**src/rtl/multicycle_control_if.sv**
```systemverilog
// Control bundle between the multicycle MIPS main FSM and its datapath.
// master: the control FSM (consumes opcode/zero/mem_ready, drives all selects/enables)
// slave : the datapath and memory side (drives opcode/zero/mem_ready, consumes controls)
interface multicycle_control_if;
    logic [5:0] opcode;
    logic       zero;
    logic       mem_ready;
    logic       mem_req;
    logic       mem_write;
    logic       iord;
    logic       ir_write;
    logic       reg_write;
    logic       reg_dst;
    logic       mem_to_reg;
    logic       alu_src_a;
    logic [1:0] alu_src_b;
    logic [1:0] alu_op;
    logic [1:0] pc_src;
    logic       pc_en;
    logic       illegal_op;
    logic       instr_done;

    modport master (
        input  opcode, zero, mem_ready,
        output mem_req, mem_write, iord, ir_write, reg_write, reg_dst, mem_to_reg,
               alu_src_a, alu_src_b, alu_op, pc_src, pc_en, illegal_op, instr_done
    );

    modport slave (
        output opcode, zero, mem_ready,
        input  mem_req, mem_write, iord, ir_write, reg_write, reg_dst, mem_to_reg,
               alu_src_a, alu_src_b, alu_op, pc_src, pc_en, illegal_op, instr_done
    );
endinterface

```
**src/rtl/multicycle_control.sv**
```systemverilog
// Main control FSM of the multicycle MIPS datapath.
// Sequences fetch/decode/execute/memory/writeback, stalls on the single-port
// memory handshake, and decodes every datapath select/enable from state.
// Ports:
//   clk   - rising-edge clock
//   rst_n - asynchronous active-low reset (state forced to IDLE)
//   bus   - master side of multicycle_control_if (opcode, zero, mem_ready in;
//           memory request, mux selects, write enables, alu_op, status pulses out)
// Control outputs are decoded from state (plus mem_ready in FETCH and zero in
// BEQEX), so they fall to 0 as soon as rst_n is asserted.
module multicycle_control (
    input  logic                        clk,
    input  logic                        rst_n,
    multicycle_control_if.master        bus
);

    localparam int unsigned STATE_W = 4;
    localparam int unsigned OP_W    = 6;

    localparam logic [OP_W-1:0] OP_RTYPE = 6'b000000;
    localparam logic [OP_W-1:0] OP_LW    = 6'b100011;
    localparam logic [OP_W-1:0] OP_SW    = 6'b101011;
    localparam logic [OP_W-1:0] OP_BEQ   = 6'b000100;
    localparam logic [OP_W-1:0] OP_ADDI  = 6'b001000;
    localparam logic [OP_W-1:0] OP_J     = 6'b000010;

    typedef enum logic [STATE_W-1:0] {
        S_IDLE    = 4'd0,
        S_FETCH   = 4'd1,
        S_DECODE  = 4'd2,
        S_MEMADR  = 4'd3,
        S_MEMRD   = 4'd4,
        S_MEMWB   = 4'd5,
        S_MEMWR   = 4'd6,
        S_RTYPEEX = 4'd7,
        S_RTYPEWB = 4'd8,
        S_BEQEX   = 4'd9,
        S_ADDIEX  = 4'd10,
        S_ADDIWB  = 4'd11,
        S_JEX     = 4'd12,
        S_ILLEGAL = 4'd13
    } state_e;

    state_e state_q, state_d;

    logic       mem_req_c;
    logic       mem_write_c;
    logic       iord_c;
    logic       ir_write_c;
    logic       reg_write_c;
    logic       reg_dst_c;
    logic       mem_to_reg_c;
    logic       alu_src_a_c;
    logic [1:0] alu_src_b_c;
    logic [1:0] alu_op_c;
    logic [1:0] pc_src_c;
    logic       pc_en_c;
    logic       illegal_op_c;
    logic       instr_done_c;

    // State register
    always_ff @(posedge clk or negedge rst_n) begin
        if (!rst_n) begin
            state_q <= S_IDLE;
        end else begin
            state_q <= state_d;
        end
    end

    // Next-state and output decode
    always_comb begin
        state_d      = S_IDLE;
        mem_req_c    = 1'b0;
        mem_write_c  = 1'b0;
        iord_c       = 1'b0;
        ir_write_c   = 1'b0;
        reg_write_c  = 1'b0;
        reg_dst_c    = 1'b0;
        mem_to_reg_c = 1'b0;
        alu_src_a_c  = 1'b0;
        alu_src_b_c  = 2'b00;
        alu_op_c     = 2'b00;
        pc_src_c     = 2'b00;
        pc_en_c      = 1'b0;
        illegal_op_c = 1'b0;
        instr_done_c = 1'b0;

        case (state_q)
            S_IDLE: begin
                state_d = S_FETCH;
            end
            S_FETCH: begin
                // PC + 4 computed while the instruction is read
                mem_req_c   = 1'b1;
                alu_src_b_c = 2'b01;
                ir_write_c  = bus.mem_ready;
                pc_en_c     = bus.mem_ready;
                state_d     = bus.mem_ready ? S_DECODE : S_FETCH;
            end
            S_DECODE: begin
                // Branch target precomputed into ALU out
                alu_src_b_c = 2'b11;
                case (bus.opcode)
                    OP_LW, OP_SW: state_d = S_MEMADR;
                    OP_RTYPE:     state_d = S_RTYPEEX;
                    OP_BEQ:       state_d = S_BEQEX;
                    OP_ADDI:      state_d = S_ADDIEX;
                    OP_J:         state_d = S_JEX;
                    default:      state_d = S_ILLEGAL;
                endcase
            end
            S_MEMADR: begin
                alu_src_a_c = 1'b1;
                alu_src_b_c = 2'b10;
                state_d     = (bus.opcode == OP_LW) ? S_MEMRD : S_MEMWR;
            end
            S_MEMRD: begin
                mem_req_c = 1'b1;
                iord_c    = 1'b1;
                state_d   = bus.mem_ready ? S_MEMWB : S_MEMRD;
            end
            S_MEMWB: begin
                reg_write_c  = 1'b1;
                mem_to_reg_c = 1'b1;
                instr_done_c = 1'b1;
                state_d      = S_FETCH;
            end
            S_MEMWR: begin
                mem_req_c    = 1'b1;
                mem_write_c  = 1'b1;
                iord_c       = 1'b1;
                instr_done_c = bus.mem_ready;
                state_d      = bus.mem_ready ? S_FETCH : S_MEMWR;
            end
            S_RTYPEEX: begin
                alu_src_a_c = 1'b1;
                alu_op_c    = 2'b10;
                state_d     = S_RTYPEWB;
            end
            S_RTYPEWB: begin
                reg_write_c  = 1'b1;
                reg_dst_c    = 1'b1;
                instr_done_c = 1'b1;
                state_d      = S_FETCH;
            end
            S_BEQEX: begin
                // Branch taken only when the compare subtract is zero
                alu_src_a_c  = 1'b1;
                alu_op_c     = 2'b01;
                pc_src_c     = 2'b01;
                pc_en_c      = bus.zero;
                instr_done_c = 1'b1;
                state_d      = S_FETCH;
            end
            S_ADDIEX: begin
                alu_src_a_c = 1'b1;
                alu_src_b_c = 2'b10;
                state_d     = S_ADDIWB;
            end
            S_ADDIWB: begin
                reg_write_c  = 1'b1;
                instr_done_c = 1'b1;
                state_d      = S_FETCH;
            end
            S_JEX: begin
                pc_src_c     = 2'b10;
                pc_en_c      = 1'b1;
                instr_done_c = 1'b1;
                state_d      = S_FETCH;
            end
            S_ILLEGAL: begin
                illegal_op_c = 1'b1;
                state_d      = S_FETCH;
            end
            default: begin
                state_d = S_IDLE;
            end
        endcase
    end

    assign bus.mem_req    = mem_req_c;
    assign bus.mem_write  = mem_write_c;
    assign bus.iord       = iord_c;
    assign bus.ir_write   = ir_write_c;
    assign bus.reg_write  = reg_write_c;
    assign bus.reg_dst    = reg_dst_c;
    assign bus.mem_to_reg = mem_to_reg_c;
    assign bus.alu_src_a  = alu_src_a_c;
    assign bus.alu_src_b  = alu_src_b_c;
    assign bus.alu_op     = alu_op_c;
    assign bus.pc_src     = pc_src_c;
    assign bus.pc_en      = pc_en_c;
    assign bus.illegal_op = illegal_op_c;
    assign bus.instr_done = instr_done_c;

endmodule

```
**src/flat_wrapper.sv**
```systemverilog
// flat-port wrapper written by rule: the top's interface ports become plain ports
module multicycle_control_flat 
  (clk, rst_n, bus_opcode, bus_zero, bus_mem_ready, bus_mem_req, bus_mem_write, bus_iord, bus_ir_write, bus_reg_write, bus_reg_dst, bus_mem_to_reg, bus_alu_src_a, bus_alu_src_b, bus_alu_op, bus_pc_src, bus_pc_en, bus_illegal_op, bus_instr_done);
  multicycle_control_if bus_i ();
  input  logic clk;
  input  logic rst_n;
  input wire logic [$bits(bus_i.opcode)-1:0] bus_opcode;
  input wire logic [$bits(bus_i.zero)-1:0] bus_zero;
  input wire logic [$bits(bus_i.mem_ready)-1:0] bus_mem_ready;
  output wire logic [$bits(bus_i.mem_req)-1:0] bus_mem_req;
  output wire logic [$bits(bus_i.mem_write)-1:0] bus_mem_write;
  output wire logic [$bits(bus_i.iord)-1:0] bus_iord;
  output wire logic [$bits(bus_i.ir_write)-1:0] bus_ir_write;
  output wire logic [$bits(bus_i.reg_write)-1:0] bus_reg_write;
  output wire logic [$bits(bus_i.reg_dst)-1:0] bus_reg_dst;
  output wire logic [$bits(bus_i.mem_to_reg)-1:0] bus_mem_to_reg;
  output wire logic [$bits(bus_i.alu_src_a)-1:0] bus_alu_src_a;
  output wire logic [$bits(bus_i.alu_src_b)-1:0] bus_alu_src_b;
  output wire logic [$bits(bus_i.alu_op)-1:0] bus_alu_op;
  output wire logic [$bits(bus_i.pc_src)-1:0] bus_pc_src;
  output wire logic [$bits(bus_i.pc_en)-1:0] bus_pc_en;
  output wire logic [$bits(bus_i.illegal_op)-1:0] bus_illegal_op;
  output wire logic [$bits(bus_i.instr_done)-1:0] bus_instr_done;
  assign bus_i.opcode = bus_opcode;
  assign bus_i.zero = bus_zero;
  assign bus_i.mem_ready = bus_mem_ready;
  assign bus_mem_req = bus_i.mem_req;
  assign bus_mem_write = bus_i.mem_write;
  assign bus_iord = bus_i.iord;
  assign bus_ir_write = bus_i.ir_write;
  assign bus_reg_write = bus_i.reg_write;
  assign bus_reg_dst = bus_i.reg_dst;
  assign bus_mem_to_reg = bus_i.mem_to_reg;
  assign bus_alu_src_a = bus_i.alu_src_a;
  assign bus_alu_src_b = bus_i.alu_src_b;
  assign bus_alu_op = bus_i.alu_op;
  assign bus_pc_src = bus_i.pc_src;
  assign bus_pc_en = bus_i.pc_en;
  assign bus_illegal_op = bus_i.illegal_op;
  assign bus_instr_done = bus_i.instr_done;
  multicycle_control u_core (.clk(clk), .rst_n(rst_n), .bus(bus_i));
endmodule
```
**config.mk**
```make
export PLATFORM = sky130hd
export DESIGN_NAME = multicycle_control_flat
export DESIGN_NICKNAME = d
export VERILOG_FILES = /design/src/rtl/multicycle_control_if.sv /design/src/rtl/multicycle_control.sv /design/src/flat_wrapper.sv
export SDC_FILE = /design/constraint.sdc
export NUM_CORES = 1
export LEC_CHECK = 0
export ABC_AREA = 1
export BUFFER_PORTS_ARGS = -buffer_cell sky130_fd_sc_hd__buf_2
export CAP_MARGIN = 25
export CORE_AREA = 5 5 42 44
export CTS_BUF_LIST = sky130_fd_sc_hd__clkbuf_2 sky130_fd_sc_hd__clkbuf_4 sky130_fd_sc_hd__clkbuf_8
export CTS_CLUSTER_SIZE = 8
export DETAILED_ROUTE_END_ITERATION = 10
export DIE_AREA = 0 0 47 49
export GPL_TIMING_DRIVEN = 1
export PLACE_DENSITY = 0.69
export SETUP_SLACK_MARGIN = 0.3
export SLEW_MARGIN = 40
export SYNTH_ARGS = -nofsm -noshare
export SYNTH_HDL_FRONTEND = slang
export SYNTH_SLANG_ARGS = --single-unit
```
**constraint.sdc**
```tcl
create_clock -name clk -period 2.6 [get_ports clk]
set_clock_uncertainty 0.05 [all_clocks]
set_input_delay 0.39 -clock clk [delete_from_list [all_inputs] [get_ports clk]]
set_output_delay 0.39 -clock clk [all_outputs]
set_load 0.02 [all_outputs]
```
==> metrics.cfg, run 1 <==
[critical_path]
r2r-start = u_core.state_q[2]
cp_max_fo = 7
crit_type = flip-flop to output port
critPathSlowestCell = dfrtp_1
reg2reg_slack_ns = 1.32
arrival_ns = 1.45
r2r_end = u_core.state_q[3]
path_common_cell = nor2_2
cp_cell_sequence = nor2_2 -> nand3_1 -> nor2_2 -> a211o_1 -> buf_2
cp_top_family = simple AND/OR/NAND/NOR gates
cp.required_ns = 2.16
crit_buf_inv = 1
critPathMaxStageDelay_ns = 0.45
critPathLaunchType = flip-flop
reg2regPathDepth = 5
cp-end-kind = output port

[clock_network]
path_clk_slew_ns = 0.04
cts_setup_buffers = 0
clock_latency_ns = 0.23
hold_buffers = 1
numCtsBuffers = 3
root_buffer = clkbuf_4
htree_levels = 1
cts_max_path_buffers = 2
post_cts_resized = 0
cts_tree = yes
cts.sink_count = 4

[yosys]
syn_area_per_cell_um2 = 5.51
synth_seq_cells = 4
synth_cell_type_count = 19
ys_seq_area_share_pct = 20.2
synth_area_um2 = 495
ys_warn_count = 0
syn_nets = 100
synthCells = 90

[floorplan]
die_w_um = 47
core_um2 = 1400
die_h_um = 49
rows = 14
die_area_um2 = 2300
ioPinCount = 27
start_util_pct = 35.4

[route]
drt.antenna.violating_nets = 0
dr.pass1.iters = 4
drt_iter0_drc = 8
vias_per_cell = 4.91
vias = 663
drc = 0
routed_wl_um = 1400
wl_per_cell_um = 10.3

[grt]
antenna_found_initial = 0
grt_pass1_vias = 570
grtUsageTotal_pct = 12.8
grt_start_max_net_pins = 8
overflow = 0
grt_pass1_wl_um = 2150

[finish]
area_growth_pct = 35.4
instances_no_fill = 135
fill_cells = 165
num_antenna_cells = 0
drive_gt1_share_pct = 32.8
fin_area_um2 = 671
largestRegisters = u_core.state_q (4)
regMostFlops = u_core.state_q
nNetsFinal = 131
largest_reg_flops = 4

[placement]
placed_cells = 131
place_area_um2 = 638
dpl.hpwl_um = 1200
place_congestion = 0.906
io_buffers = 26

[pwr]
p_per_area_nw_per_um2 = 1110
ir_drop_v = 0.000390
p_leak_uw = 0.000425

[sta]
fin_crit_ns = 1.89
hold_viol_final = 0
setup_viol = 0
max_clock_freq_ghz = 0.530
worst_pin_slew_ns = 0.278
finalCritPeriodShare_pct = 72.5
slew_violations = 0
relSlewSlack_pct = 81.4
rsz0062_at_grt = no
totalNegativeSetupSlack_ns = 0

[worst_hold_path]
hold_class = input port to async pin

[outcome]
status = completed

[job]
maxCapViolCount = 0

==> report_power, final <==
part	total, uW	switching (uW)	internal (uW)	leakage [uW]
logic	529	357	172	0.000360
registers	137	46.2	90.4	0.0000510
clock network	75.7	24.2	51.5	0.0000138
==> how the worst max path moves through the flow <==
stage,depth (start not counted),slack (ns),end,start
5_1_grt,5,0.58,bus_pc_en,u_core.state_q[2]
4_1_cts,5,0.70,bus_pc_en,u_core.state_q[2]
3_5_place_dp,5,0.96,bus_pc_en,u_core.state_q[2]
2_1_floorplan,5,0.85,bus_reg_write,u_core.state_q[1]
3_3_place_gp,5,0.96,bus_pc_en,u_core.state_q[2]
6_report,5,0.71,bus_pc_en,u_core.state_q[2]
==> kinds of logic after synthesis <==
family / after synthesis / share of synthesized area [%]
buffers and inverters: 15 / 12.1
DFF: 4 / 20.2
and+or+nand+nor: 62 / 57.6
AOI/OAI and AO/OA: 9 / 10.1
==> through the flow <==
| step | power (uW) | hold WS [ns] | utilization [%] | setup WS [ns] |
|---|---|---|---|---|
| 2_1_floorplan | 515 | 0.0444 | - | 0.849 |
| 3_3_place_gp | 669 | 0.144 | 45.5 | 0.959 |
| 3_5_place_dp | 668 | 0.150 | 45.5 | 0.959 |
| 4_1_cts | 748 | 0.435 | 47.9 | 0.704 |
| 5_1_grt | 811 | 0.446 | 47.9 | 0.585 |
| 6_report | 741 | 0.442 | 47.9 | 0.714 |
==> cell usage after synthesis, drive strengths merged <==
cell / number / area share, %
nand3: 11 / 11
o22ai: 1 / 1.3
a21oi: 3 / 3.0
nor3: 4 / 4.0
nand3b: 1 / 1.5
nand4: 1 / 1.3
dfrtp: 4 / 20
a211o: 1 / 1.8
nor2: 24 / 21
nand2: 21 / 18
o21ai: 4 / 4.0
inv: 14 / 11
buf: 1 / 1.5
==> per-layer routing <==
layer	part of all wire, %	GRT usage (%)	vias to the layer above
met5	0	0	-
met4	2.9	11.1	0
met3	9.8	2.58	4
met2	48	20.6	29
met1	39	13.3	282
li1	-	-	348
==> cell type report <==
cell class / instances / area (um2) / area share, %
timing repair buffer: 27 / 140 / 20.9
sequential: 4 / 100 / 14.9
clock buffer: 3 / 22.5 / 3.36
tap: 16 / 20.0 / 2.99
multi-input combinational: 71 / 335 / 50.0
inverter: 14 / 52.6 / 7.84
==> placed cells by master (no fill, tap or decap) <==
master and count:
nand3b_1 1, nand4_1 1, nand2_1 18, o22ai_1 1, clkbuf_4 3, buf_2 26
nand3_1 11, o21ai_0 3, nor2_4 1, a211o_1 1, a21oi_1 3, nor3_1 4
inv_1 11, nand2_2 2, nand2_4 1, o21ai_1 1, dlygate4sd3_1 1, nor2_1 20
dfrtp_1 4, inv_2 3, nor2_2 3
No activity file was read; power rests on OpenSTA's default activity.
==> inputs of run 2 (changes only) <==
Settings changed: ABC_AREA 1 to 0, PLACE_DENSITY 0.69 to 0.7.
Clock period 2.6 ns to 1.97 ns, I/O delays scaled along.
==> metrics.cfg, run 2 <==
[job]
maxCapViolCount = 0  ; unchanged

[finish]
num_antenna_cells = 0  ; unchanged
largest_reg_flops = 4  ; unchanged
instances_no_fill = 134  ; -0.74%
area_growth_pct = 75.1
nNetsFinal = 130  ; -0.76%
drive_gt1_share_pct = 55.9  ; +23 points
mostFrequentLayoutCell = buf_2
final_cell_mix = buf_2, buf_4, nor2_1
fin_area_um2 = 896  ; +34%
largestRegisters = u_core.state_q (4)
regMostFlops = u_core.state_q

[critical_path]
critPathMaxStageDelay_ns = 0.43  ; -0.02 ns
path_common_cell = buf_6
r2r-start = u_core.state_q[3]
cp_top_family = flip-flops
critPathLaunchType = flip-flop
arrival_ns = 1.38  ; -0.07 ns
crit_type = flip-flop to output port
reg2reg_slack_ns = 0.40  ; -0.92 ns
cp.required_ns = 1.62  ; -0.54 ns
critPathSlowestCell = dfrtp_2
cp_cell_sequence = buf_6 -> nor2_4 -> nand2_1 -> or2_1 -> inv_1 -> buf_6
cp-end-kind = output port
crit_buf_inv = 3  ; +2
cp_max_fo = 5  ; -2
r2r_end = u_core.state_q[0]
reg2regPathDepth = 6  ; +1

[placement]
io_buffers = 26  ; unchanged
dpl.hpwl_um = 1180  ; -1.8%
place_congestion = 0.819  ; -9.6%
placed_cells = 120  ; -8.4%
place_area_um2 = 663  ; +3.9%

[yosys]
synth.most_common_cell = nor2_1
ys_warn_count = 0  ; unchanged
syn_nets = 89  ; -11%
synth-edff-count = 0  ; unchanged
synth_cell_type_count = 32  ; +13
synth.top_cells.by_count = nor2_1, a21oi_1, nand2_1
yosys.area.top_type = dfrtp_1
synthCells = 79  ; -12%
synth_seq_cells = 4  ; unchanged
ys.flop_type = dfrtp_1
synthTopCellsByArea = dfrtp_1, nor2_1, a21oi_1
async_flop_share_pct = 100  ; unchanged
ys_seq_area_share_pct = 19.6  ; -0.64 points
yosysTopAreaCellShare_pct = 19.6  ; -0.64 points
synth_area_um2 = 512  ; +3.3%
syn_area_per_cell_um2 = 6.48  ; +18%

[clock_network]
root_buffer = clkbuf_4
cts.sink_count = 4  ; unchanged
cts_tree = yes
numCtsBuffers = 3  ; unchanged
htree_levels = 1  ; unchanged
path_clk_slew_ns = 0.04  ; about the same
clock_latency_ns = 0.24  ; about the same
cts_max_path_buffers = 2  ; unchanged

[grt]
grt_pass1_vias = 619  ; +8.6%
antenna_found_initial = 0  ; unchanged
overflow = 0  ; unchanged
grt_start_max_net_pins = 11  ; +3
grtUsageTotal_pct = 15.4  ; +2.5 points
grt_pass1_wl_um = 2640  ; +23%

[floorplan]
start_util_pct = 36.5  ; +1.2 points
die_h_um = 49  ; unchanged
ioPinCount = 27  ; unchanged
core_um2 = 1400  ; unchanged
die_w_um = 47  ; unchanged
rows = 14  ; unchanged
die_area_um2 = 2300  ; unchanged

[route]
vias = 723  ; +9.0%
routed_wl_um = 1890  ; +36%
dr.pass1.iters = 4  ; unchanged
vias_per_cell = 5.40  ; +9.9%
drt.antenna.violating_nets = 0  ; unchanged
drc = 0  ; unchanged
wl_per_cell_um = 14.1  ; +37%
drt_iter0_drc = 16  ; +8

[sta]
slew_violations = 0  ; unchanged
rsz0062_at_grt = yes
setup_viol = 0  ; unchanged
fin_crit_ns = 1.72
totalNegativeSetupSlack_ns = 0  ; unchanged
relSlewSlack_pct = 81.6  ; +0.22 points
worst_pin_slew_ns = 0.274  ; -0.00460 ns
finalCritPeriodShare_pct = 87.5
hold_viol_final = 0  ; unchanged
max_clock_freq_ghz = 0.580

[pwr]
p_int_uw = 746  ; +140%
comb_power_share_pct = 80.2  ; +8.8 points
ir_drop_v = 0.000743  ; +91%
swShare_pct = 50.2  ; -7.5 points
p_seq_share_pct = 12.9  ; -5.5 points
p_per_area_nw_per_um2 = 1670  ; +51%
p_total_uw = 1500  ; +100%
switchingPower_uw = 752  ; +76%
clkPwrFrac_pct = 6.9  ; -3.3 points
p_leak_uw = 0.000420  ; -1.2%

[worst_hold_path]
hold_class = input port to async pin

[outcome]
status = completed

==> run 2: cell types whose count changed after synthesis, moves of 2 or more <==
cell,delta
nand2b_1,+4
o21ai_1,+2
nand2_2,-2
nand3_1,-10
nor2_1,-2
nand2_1,-13
nor2_2,-2
buf_2,+2
inv_2,-2
a21oi_1,+7
xor2_1,+2
inv_1,-10
o211ai_1,+2
==> run 2: cell families (layout without fill, tap and decap cells) <==
family,Yosys count,in the layout,synth area share (%)
and+or+nand+nor,41,41,40.3
DFF,4,4,19.6
muxes,1,1,2.20
xor gates and xnor gates,2,2,3.42
buffers and inverters,7,46,7.09
AOI/OAI and AO/OA,24,24,27.4
==> run 2: layer usage <==
metal | vias to the layer above | routed length, um | track usage, %
met5 | - | 0 | 0
met4 | 0 | 52 | 7.83
met3 | 6 | 150 | 3.69
met2 | 32 | 1000 | 24.7
met1 | 329 | 687 | 18.1
li1 | 356 | - | -
==> run 2: metrics by stage <==
stage,setup WS [ns],util [%],hold WS (ns)
detailed placement,0.359,47.3,0.0549
global placement,0.362,47.3,0.0523
floorplan,0.379,-,-0.0501
finish,0.247,63.9,0.365
CTS,0.260,58.2,0.336
global route,0.162,63.9,0.369
==> run 2: power groups by stage <==
stage	combinational (uW)	sequential [uW]	clock [uW]
after floorplan	592	154	0
after global routing	1290	199	118
after detailed placement	812	177	0
final	1200	193	103
after CTS	1030	180	106
after global placement	803	175	0
==> run 2: cell type report <==
class,count,area (um2)
multi-input cells,68,453
clock buffers,3,22.5
flip-flops and latches,4,105
repair buffers,41,288
fillers,131,505
inverters,2,7.51
well taps,16,20.0
==> run 2: worst reg2reg max path: stages (launching register included) <==
cell	delay (ns)
dfrtp_2	0.43
buf_6	0.15
buf_4	0.15
nor4_2	0.32
nand3_1	0.14
o211ai_1	0.11
a21oi_1	0.10
==> run 2: how the worst max path moves through the flow <==
stage                       from              to  slack (ns)  cells after the start
2_1_floorplan  u_core.state_q[3]  bus_instr_done        0.38                      4
4_1_cts        u_core.state_q[3]    bus_ir_write        0.26                      6
3_3_place_gp   u_core.state_q[3]  bus_instr_done        0.36                      5
6_report       u_core.state_q[3]    bus_ir_write        0.25                      6
3_5_place_dp   u_core.state_q[3]  bus_instr_done        0.36                      5
5_1_grt        u_core.state_q[3]    bus_ir_write        0.16                      6
==> run 2: what timing repair did <==
action,in CTS,in global routing
gates resized for setup,16,23
hold buffers,1,0
setup endpoints to repair,6,9
gates cloned,1,0
endpoints found under the hold margin,4,0
pin swaps,2,2
setup buffers,8,1
==> inputs of run 3 (changes only) <==
Settings changed: CORE_AREA 5 5 42 44 to default, CORE_MARGIN from default to 5, CORE_UTILIZATION from default to 25, DIE_AREA 0 0 47 49 to default, PLACE_DENSITY 0.7 to 0.5.
==> metrics.cfg, run 3 (synthesized netlist as in run 2, its figures left out) <==
[outcome]
status = completed

[grt]
grtUsageTotal_pct = 12.6  ; -2.8 points
overflow = 0  ; unchanged
grt_start_max_net_pins = 12  ; +1
antenna_found_initial = 0  ; unchanged
grt_pass1_vias = 717  ; +16%
grt_pass1_wl_um = 3130  ; +19%

[route]
vias_per_cell = 4.91  ; -8.9%
wl_per_cell_um = 12.3  ; -13%
dr.pass1.iters = 4  ; unchanged
routed_wl_um = 1840  ; -3.0%
drc = 0  ; unchanged
drt_iter0_drc = 11  ; -5
drt.antenna.violating_nets = 0  ; unchanged
vias = 732  ; +1.2%

[pwr]
swShare_pct = 48.5  ; -1.7 points
comb_power_share_pct = 81.0  ; +0.8 points
p_int_uw = 766  ; +2.7%
p_per_area_nw_per_um2 = 1640  ; -1.8%
clkPwrFrac_pct = 6.8  ; about the same
p_leak_uw = 0.000440  ; +4.9%
ir_drop_v = 0.000581  ; -22%
switchingPower_uw = 723  ; -3.9%
p_seq_share_pct = 12.3  ; -0.6 points

[critical_path]
r2r_end = u_core.state_q[0]
cp-end-kind = output port
critPathLaunchType = flip-flop
cp-startpoint = u_core.state_q[3]
cp.required_ns = 1.62  ; about the same
cp_max_fo = 6  ; +1
reg2reg_slack_ns = 0.42  ; +0.02 ns
r2r-start = u_core.state_q[3]
arrival_ns = 1.37  ; about the same
reg2regPathDepth = 6  ; unchanged
crit_type = flip-flop to output port

[sta]
finalCritPeriodShare_pct = 87.3  ; -0.22 points
worst_pin_slew_ns = 0.248  ; -0.0251 ns
fin_crit_ns = 1.72  ; -0.00437 ns
max_clock_freq_ghz = 0.582  ; +0.25%
slew_violations = 0  ; unchanged
rsz0062_at_grt = yes
relSlewSlack_pct = 83.3  ; +1.7 points
hold_viol_final = 0  ; unchanged
setup_viol = 0  ; unchanged
totalNegativeSetupSlack_ns = 0  ; unchanged

[clock_network]
cts_max_path_buffers = 2  ; unchanged
htree_levels = 1  ; unchanged
clock_latency_ns = 0.23  ; about the same
cts_tree = yes
cts.sink_count = 4  ; unchanged
path_clk_slew_ns = 0.04  ; about the same
root_buffer = clkbuf_4
numCtsBuffers = 3  ; unchanged

[floorplan]
die_area_um2 = 3050  ; +33%
die_w_um = 55.2  ; +18%
die_h_um = 55.2  ; +13%
core_um2 = 1960  ; +40%
ioPinCount = 27  ; unchanged
rows = 16  ; +2
start_util_pct = 26.1  ; -10 points

[finish]
drive_gt1_share_pct = 53.3  ; -2.7 points
area_growth_pct = 77.3
mostFrequentLayoutCell = buf_4
largestRegisters = u_core.state_q (4)
largest_reg_flops = 4  ; unchanged
num_antenna_cells = 0  ; unchanged
regMostFlops = u_core.state_q
final_cell_mix = buf_4, buf_2, nor2_1
fill_cells = 216  ; +65%
fin_area_um2 = 907  ; +1.3%
nNetsFinal = 134  ; +3.1%

[placement]
io_buffers = 26  ; unchanged
dpl.hpwl_um = 1210  ; +2.5%
place_area_um2 = 677  ; +2.1%
place_congestion = 0.828  ; +1.1%

[job]
maxCapViolCount = 0  ; unchanged

[worst_hold_path]
hold_class = input port to async pin

## run 3: routing by layer
| layer | vias up | GRT usage, % | wire (um) |
|---|---|---|---|
| met4 | 0 | 8.68 | 55 |
| li1 | 368 | - | - |
| met5 | - | 0 | 0 |
| met1 | 316 | 14.6 | 777 |
| met2 | 40 | 19.9 | 850 |
| met3 | 8 | 3.50 | 153 |
## run 3: worst max-delay path by stage
stage / slack, ns / cells past startpoint / end
3_3_place_gp: 0.35 / 4 / bus_ir_write
2_1_floorplan: 0.38 / 4 / bus_instr_done
4_1_cts: 0.25 / 5 / bus_pc_en
6_report: 0.25 / 5 / bus_pc_en
5_1_grt: 0.20 / 5 / bus_pc_en
3_5_place_dp: 0.35 / 5 / bus_instr_done
## run 3: critical path, cell delays in order (launching register included)
cell     delay [ns]
dfrtp_1        0.39
buf_6          0.15
mux2_4         0.30
a21oi_2        0.11
nor2_1         0.05
buf_4          0.15
## run 3: timing repair
action | CTS | global route
endpoints found under the hold margin | 4 | 0
setup buffers | 12 | 2
resized for setup | 19 | 10
hold buffers | 1 | 0
pin swaps | 4 | 4
endpoints found under the setup margin | 10 | 8
## run 3: power groups by stage
| stage | registers, uW | logic [uW] | clock network [uW] |
|---|---|---|---|
| final | 183 | 1210 | 101 |
| after detailed placement | 178 | 814 | 0 |
| after CTS | 175 | 1100 | 103 |
| after global placement | 178 | 815 | 0 |
| after floorplan | 154 | 592 | 0 |
| after global routing | 186 | 1310 | 111 |
## run 3: layout make-up
cell class	count	area [um2]	area share (%)
flip-flops and latches	4	104	11.4
multi-input cells	68	435	48.0
clock buffers	3	22.5	2.48
well taps	27	33.8	3.72
repair buffers	45	304	33.5
inverters	2	7.51	0.828
## run 3: stage by stage
step | hold slack (ns) | worst slack [ns] | total power [uW] | instances | util (%)
after CTS | 0.340 | 0.254 | 1380 | 147 | 43.9
after global routing | 0.368 | 0.196 | 1600 | 149 | 46.2
after floorplan | -0.0501 | 0.379 | 746 | 79 | -
after detailed placement | 0.0535 | 0.348 | 992 | 131 | 34.5
after global placement | 0.0538 | 0.355 | 993 | 131 | 34.5
final | 0.345 | 0.251 | 1490 | 149 | 46.2
